$ cat config.mk
export PLATFORM = sky130hd
export DESIGN_NAME = rv_decode_stage
export DESIGN_NICKNAME = d
export VERILOG_FILES = /design/src/rtl/rv_decode_pkg.sv /design/src/rtl/rv_decode_stage_imm_gen.sv /design/src/rtl/rv_decode_stage.sv
export SDC_FILE = /design/constraint.sdc
export NUM_CORES = 1
export LEC_CHECK = 0
export BUFFER_PORTS_ARGS = -buffer_cell sky130_fd_sc_hd__buf_2
export CAP_MARGIN = 15
export CORE_ASPECT_RATIO = 1.2
export CORE_UTILIZATION = 35
export DETAILED_ROUTE_END_ITERATION = 8
export HOLD_SLACK_MARGIN = 0.08
export PLACE_DENSITY = 0.55
export RECOVER_POWER = 25
export SKIP_LAST_GASP = 1
export SYNTH_ARGS = -nofsm -noshare
export SYNTH_HDL_FRONTEND = slang
export SYNTH_SLANG_ARGS = --single-unit
$ cat constraint.sdc
create_clock -name clk -period 9.4 [get_ports clk]
set_input_delay 2.35 -clock clk [delete_from_list [all_inputs] [get_ports clk]]
set_output_delay 2.35 -clock clk [all_outputs]
set_load 0.005 [all_outputs]
$ cat src/rtl/rv_decode_pkg.sv
// Shared RV32I decode definitions: opcodes, format codes and the decoded-instruction record.
// Imported by the decode stage and by the immediate generator.
package rv_decode_pkg;

  localparam logic [6:0] OP_R      = 7'b0110011;
  localparam logic [6:0] OP_LOAD   = 7'b0000011;
  localparam logic [6:0] OP_IMM    = 7'b0010011;
  localparam logic [6:0] OP_STORE  = 7'b0100011;
  localparam logic [6:0] OP_BRANCH = 7'b1100011;
  localparam logic [6:0] OP_LUI    = 7'b0110111;
  localparam logic [6:0] OP_AUIPC  = 7'b0010111;
  localparam logic [6:0] OP_JAL    = 7'b1101111;
  localparam logic [6:0] OP_JALR   = 7'b1100111;
  localparam logic [6:0] OP_FENCE  = 7'b0001111;
  localparam logic [6:0] OP_SYSTEM = 7'b1110011;

  typedef enum logic [2:0] {
    FMT_R   = 3'd0,
    FMT_I   = 3'd1,
    FMT_S   = 3'd2,
    FMT_B   = 3'd3,
    FMT_U   = 3'd4,
    FMT_J   = 3'd5,
    FMT_ILL = 3'd6
  } fmt_e;

  // Every RV32I immediate fits in 32 bits; widening to XLEN happens at the output.
  typedef struct packed {
    logic [6:0]  opcode;
    logic [4:0]  rd;
    logic [4:0]  rs1;
    logic [4:0]  rs2;
    logic [2:0]  funct3;
    logic [6:0]  funct7;
    logic [31:0] imm;
    fmt_e        fmt;
    logic        illegal;
  } dec_t;

  // All valid opcodes end in 2'b11, so a bad low pair also falls into the default.
  function automatic fmt_e classify(input logic [31:0] instr);
    fmt_e f;
    case (instr[6:0])
      OP_R:                                          f = FMT_R;
      OP_LOAD, OP_IMM, OP_JALR, OP_FENCE, OP_SYSTEM: f = FMT_I;
      OP_STORE:                                      f = FMT_S;
      OP_BRANCH:                                     f = FMT_B;
      OP_LUI, OP_AUIPC:                              f = FMT_U;
      OP_JAL:                                        f = FMT_J;
      default:                                       f = FMT_ILL;
    endcase
    return f;
  endfunction

endpackage

$ cat src/rtl/rv_decode_stage_imm_gen.sv
// Combinational immediate generator: instruction word plus format code to a
// sign-extended XLEN immediate. Illegal and R-type produce zero.
module rv_imm_gen
  import rv_decode_pkg::*;
#(
  parameter int XLEN = 32
) (
  input  logic [31:0]     instr,
  input  fmt_e            fmt,
  output logic [XLEN-1:0] imm
);

  logic [31:0] imm32;

  always_comb begin
    imm32 = '0;
    case (fmt)
      FMT_I:   imm32 = {{20{instr[31]}}, instr[31:20]};
      FMT_S:   imm32 = {{20{instr[31]}}, instr[31:25], instr[11:7]};
      FMT_B:   imm32 = {{19{instr[31]}}, instr[31], instr[7], instr[30:25], instr[11:8], 1'b0};
      FMT_U:   imm32 = {instr[31:12], 12'b0};
      FMT_J:   imm32 = {{11{instr[31]}}, instr[31], instr[19:12], instr[20], instr[30:21], 1'b0};
      default: imm32 = '0;
    endcase
  end

  assign imm = XLEN'($signed(imm32));

endmodule

$ cat src/rtl/rv_decode_stage.sv
// Registered RV32I decode stage with a main register M and a skid register S,
// giving a registered in_ready and full one-per-cycle throughput.
module rv_decode_stage
  import rv_decode_pkg::*;
#(
  parameter int XLEN        = 32,
  parameter int PC_W        = 32,
  parameter int ZERO_UNUSED = 1
) (
  input  logic            clk,
  input  logic            rst,
  input  logic            flush,
  input  logic            in_valid,
  output logic            in_ready,
  input  logic [31:0]     in_instr,
  input  logic [PC_W-1:0] in_pc,
  output logic            out_valid,
  input  logic            out_ready,
  output logic [PC_W-1:0] out_pc,
  output logic [6:0]      out_opcode,
  output logic [4:0]      out_rd,
  output logic [4:0]      out_rs1,
  output logic [4:0]      out_rs2,
  output logic [2:0]      out_funct3,
  output logic [6:0]      out_funct7,
  output logic [XLEN-1:0] out_imm,
  output logic [2:0]      out_fmt,
  output logic            out_illegal
);

  // Handshake: a transfer happens on a port when valid && ready are both high in
  // the same cycle; out_* data holds steady while out_valid && !out_ready.

  fmt_e            fmt;
  logic [XLEN-1:0] imm_x;
  dec_t            dec;
  dec_t            m_q, s_q;
  logic [PC_W-1:0] m_pc, s_pc;
  logic            m_valid, s_valid, in_ready_q;
  logic            in_fire, m_free;

  assign fmt = classify(in_instr);

  rv_imm_gen #(.XLEN(XLEN)) u_imm_gen (
    .instr (in_instr),
    .fmt   (fmt),
    .imm   (imm_x)
  );

  always_comb begin
    dec         = '0;
    dec.opcode  = in_instr[6:0];
    dec.rd      = in_instr[11:7];
    dec.rs1     = in_instr[19:15];
    dec.rs2     = in_instr[24:20];
    dec.funct3  = in_instr[14:12];
    dec.funct7  = in_instr[31:25];
    dec.imm     = imm_x[31:0];
    dec.fmt     = fmt;
    dec.illegal = (fmt == FMT_ILL);
    if (ZERO_UNUSED != 0) begin
      if (fmt == FMT_S || fmt == FMT_B) dec.rd = '0;
      if (fmt == FMT_I || fmt == FMT_U || fmt == FMT_J) dec.rs2 = '0;
      if (fmt == FMT_U || fmt == FMT_J) begin
        dec.rs1    = '0;
        dec.funct3 = '0;
      end
      // Shift-immediates carry their arithmetic/logical select in funct7.
      if (fmt != FMT_R && !(in_instr[6:0] == OP_IMM && in_instr[13:12] == 2'b01))
        dec.funct7 = '0;
    end
    if (fmt == FMT_ILL) begin
      dec.rd  = '0;
      dec.rs1 = '0;
      dec.rs2 = '0;
    end
  end

  assign in_fire = in_valid && in_ready_q;
  assign m_free  = !m_valid || out_ready;

  always_ff @(posedge clk) begin
    if (rst) begin
      m_valid    <= 1'b0;
      s_valid    <= 1'b0;
      in_ready_q <= 1'b1;
      m_q        <= '0;
      s_q        <= '0;
      m_pc       <= '0;
      s_pc       <= '0;
    end else if (flush) begin
      m_valid    <= 1'b0;
      s_valid    <= 1'b0;
      in_ready_q <= 1'b1;
    end else if (m_free) begin
      // S is older than anything on the input, and in_ready is low while S is full.
      if (s_valid) begin
        m_q        <= s_q;
        m_pc       <= s_pc;
        m_valid    <= 1'b1;
        s_valid    <= 1'b0;
        in_ready_q <= 1'b1;
      end else if (in_fire) begin
        m_q     <= dec;
        m_pc    <= in_pc;
        m_valid <= 1'b1;
      end else begin
        m_valid <= 1'b0;
      end
    end else if (in_fire) begin
      s_q        <= dec;
      s_pc       <= in_pc;
      s_valid    <= 1'b1;
      in_ready_q <= 1'b0;
    end
  end

  assign in_ready    = in_ready_q;
  assign out_valid   = m_valid;
  assign out_pc      = m_pc;
  assign out_opcode  = m_q.opcode;
  assign out_rd      = m_q.rd;
  assign out_rs1     = m_q.rs1;
  assign out_rs2     = m_q.rs2;
  assign out_funct3  = m_q.funct3;
  assign out_funct7  = m_q.funct7;
  assign out_imm     = XLEN'($signed(m_q.imm));
  assign out_fmt     = m_q.fmt;
  assign out_illegal = m_q.illegal;

endmodule

==> results.sh <==
export IMPL_synth_area_leader_cell="dfxtp_1"
export IMPL_drt_initial_drc_count=385
export IMPL_grt_antenna_before_repair=1
export IMPL_place_gp_congestion=0.8011
export IMPL_cp_max_fo=22
export IMPL_grt_max_degree=94
export IMPL_rsz0062_at_grt="no"
export IMPL_fin_crit_ns=5.303
export IMPL_die_w_um=146.7
export IMPL_total_power_mw=1.969
export IMPL_crit_family="compound AO/OA/AOI/OAI gates"
export IMPL_clockBufferDepth=3
export IMPL_finalClockSkew_ns=0.01463
export IMPL_hp_class="register to register"
export IMPL_tns_ns=0
export IMPL_die_area_um2=25770
export IMPL_synth_fp_nets=1038
export IMPL_die_height_um=175.6
export IMPL_cts_root_buf="clkbuf_16"
export IMPL_yosysSeqAreaShare_pct=46.21
export IMPL_ys_warn_count=0
export IMPL_grt_pass1_wl_um=40110
export IMPL_wire_per_inst_um=17.75
export IMPL_start_kind="input port"
export IMPL_post_place_cells=1382
export IMPL_status="completed"
export IMPL_grtUsageTotal_pct=19.28
export IMPL_synthFlopType="dfxtp_1"
export IMPL_timing_rr_end="out_imm[22]"
export IMPL_worstPathArrival_ns=5.63
export IMPL_hold_path_endpoint="s_q[5]"
export IMPL_post_cts_buffers=0
export IMPL_holdPathStages=2
export IMPL_cts_sinks=203
export IMPL_avgSynthCellArea_um2=9.104
export IMPL_hold_start="s_q[5]"
export IMPL_cts_made_buffers=23
export IMPL_wl_met2_um=12330
export IMPL_grt_remaining_overflow=0
export IMPL_clkLatencyLatePin_ns=0.51
export IMPL_leakagePower_nw=3.767
export IMPL_worst_slew_pin_slew_ns=1.051
export IMPL_hpwl_um=16020
export IMPL_rrSetupSlack_ns=5.71
export IMPL_timing_fmax_mhz=188.6
export IMPL_rows=63
export IMPL_cts_clk_slew_worst_paths_ns=0.06
export IMPL_netlist_area_um2=8795
export IMPL_ios=171
export IMPL_p_per_area_nw_per_um2=188.3
export IMPL_ys_ff_latch=203
export IMPL_critPathRequiredTime_ns=9.72
export IMPL_htree_levels=1
export IMPL_dr_pass1_iters=5
export IMPL_drc=0
export IMPL_top_layer="met4"
export IMPL_r2r_cells=8
export IMPL_avgViaCountPerCell=5.361
export IMPL_cts_tree="yes"
export IMPL_syn2layout_area_growth_pct=18.92
export IMPL_wl_met3_um=1524
export IMPL_layoutNonFillerInstCount=1419
export IMPL_hold_buffers=0
export IMPL_antenna_left=0
export IMPL_vdd_drop_max_uv=120.4
export IMPL_worstReg2RegStart="s_valid"
export IMPL_post_route_period_util_pct=56.42
export IMPL_finalHoldViolations=0
export IMPL_synth_edf_count=0
export IMPL_start_util_pct=35.65
export IMPL_slowest_stage="o21ai_2"
export IMPL_ys_top_cells_by_area="dfxtp_1, nand2_1, mux2i_1"
export IMPL_max_cap_violations=0
export IMPL_slowest_delay_ns=0.84
export IMPL_met1_length_um=10930
export IMPL_syn_inst=966
export IMPL_coreArea_um2=24670
export IMPL_crit_path_end_kind="register"
export IMPL_cp_num_buf_inv=2
export IMPL_slew_limit_headroom_pct=29.95
export IMPL_nets=1154
export IMPL_final_setup_viol_count=0
export IMPL_fin_util_pct=42.39
export IMPL_post_cts_resized=0
export IMPL_synthArstFlopShare_pct=0
export IMPL_criticalPathCategory="input port to register"
export IMPL_first_global_vias=7149
export IMPL_synth_top_cell_area_share_pct=46.21
export IMPL_drive_gt1_share_pct=21.13
export IMPL_wirelength_um=25190
export IMPL_ys_types=72
export IMPL_slew_violations=0
export IMPL_vias=7607
export IMPL_crit_path_cell_trace="buf_2, and4bb_2, and2_1, inv_2, ha_1, nor2_1, a41oi_2, a21oi_4, o21ai_2, a41oi_1"
export IMPL_io_buffers=170
-- Yosys cell counts (all sizes together) (6+ instances only) --
cell     count
a311oi      25
nand3b       7
clkbuf      57
nand2      140
a221oi      10
a22o        17
nor2       101
dfxtp      203
nor2b        9
a31o        12
nor4         6
a21oi       78
a221o        8
a211oi      53
mux2i       46
and3         6
buf         32
nand3       22
a2111oi      7
o21ai       13
a41oi       12
nor3        28
inv          7
-- stage by stage --
step / hold slack, ns / area [µm²] / setup slack (ns)
3_5_place_dp: 0.4347 / 9748 / 3.574
3_3_place_gp: 0.4275 / 9748 / 3.631
6_report: 0.4520 / 10460 / 4.097
5_1_grt: 0.4726 / 10460 / 3.811
2_1_floorplan: 0.4179 / 8795 / 4.608
4_1_cts: 0.4493 / 10500 / 4.112
-- worst max-delay path by stage --
| stage | startpoint | end | slack [ns] | cells after the start |
|---|---|---|---|---|
| floorplan | in_instr[3] | out_imm[21] | 4.61 | 13 |
| global placement | in_instr[4] | out_imm[27] | 3.63 | 9 |
| detailed placement | in_instr[2] | out_imm[27] | 3.57 | 10 |
| CTS | in_instr[2] | out_imm[27] | 4.11 | 10 |
| global route | in_instr[4] | out_imm[28] | 3.81 | 9 |
| finish | in_instr[2] | out_imm[27] | 4.10 | 10 |
-- final cells by class --
class	instances	area, µm²
inverters	7	26.28
clock inverters	7	115.1
fillers	2514	14210
flip-flops and latches	203	4068
multi-input cells	667	4315
clock buffers	29	638.1
well taps	325	406.6
repair buffers	180	887.1
diodes	1	2.502
-- cells by family (layout without fill, tap and decap cells) --
logic type	count (synthesis)	count (layout)	share of synthesized area, %
DFF	203	203	46.21
adders and majority gates	3	3	0.4268
AOI/OAI and AO/OA	274	274	24.44
other	0	1	0
muxes	46	46	5.235
buffers and inverters	96	223	4.908
xor gates and xnor gates	2	2	0.1992
and+or+nand+nor	342	342	18.58
-- worst register-to-register path, delay by kind of cell (launching register included) --
| kind | cells | cell delay (ns) |
|---|---|---|
| buf+inv | 3 | 2.07 |
| simple gates | 2 | 0.48 |
| flops | 1 | 0.33 |
| compound gates | 3 | 0.71 |
-- where the power goes --
part	switching, mW	internal [mW]
Combinational	0.103	0.0599
Sequential	0.0131	0.886
Clock	0.350	0.556
Total	0.467	1.50
-- sequential cells by signal, indices dropped and copies added, names as in the netlist, 3 cells and up --
register / count
out_rd: 5
s_q: 68
out_rs1: 5
out_opcode: 7
out_rs2: 5
out_fmt: 3
out_funct7: 7
s_pc: 32
out_funct3: 3
out_pc: 32
out_imm: 32
-- routing by layer --
metal,up-vias,track usage (%)
li1,3763,-
met1,3610,24.72
met2,204,33.21
met3,30,3.558
met4,0,4.688
met5,-,0
-- cell usage in the layout, fill, tap and decap left out, types with 10 or more instances in the layout --
| cell | synthesis | final |
|---|---|---|
| a41oi_1 | 11 | 11 |
| a22o_1 | 17 | 17 |
| a221oi_1 | 10 | 10 |
| a211oi_1 | 53 | 53 |
| clkbuf_1 | 55 | 36 |
| a311oi_1 | 12 | 12 |
| a21oi_1 | 77 | 77 |
| a311oi_2 | 13 | 13 |
| nor3_1 | 23 | 23 |
| buf_2 | 19 | 133 |
| nor2_1 | 101 | 100 |
| buf_4 | 8 | 10 |
| nand3_1 | 21 | 21 |
| nand2_1 | 139 | 139 |
| a31o_2 | 10 | 10 |
| clkbuf_16 | 0 | 23 |
| mux2i_1 | 46 | 46 |
| dfxtp_1 | 203 | 202 |
No activity file was read; power rests on OpenSTA's default activity.
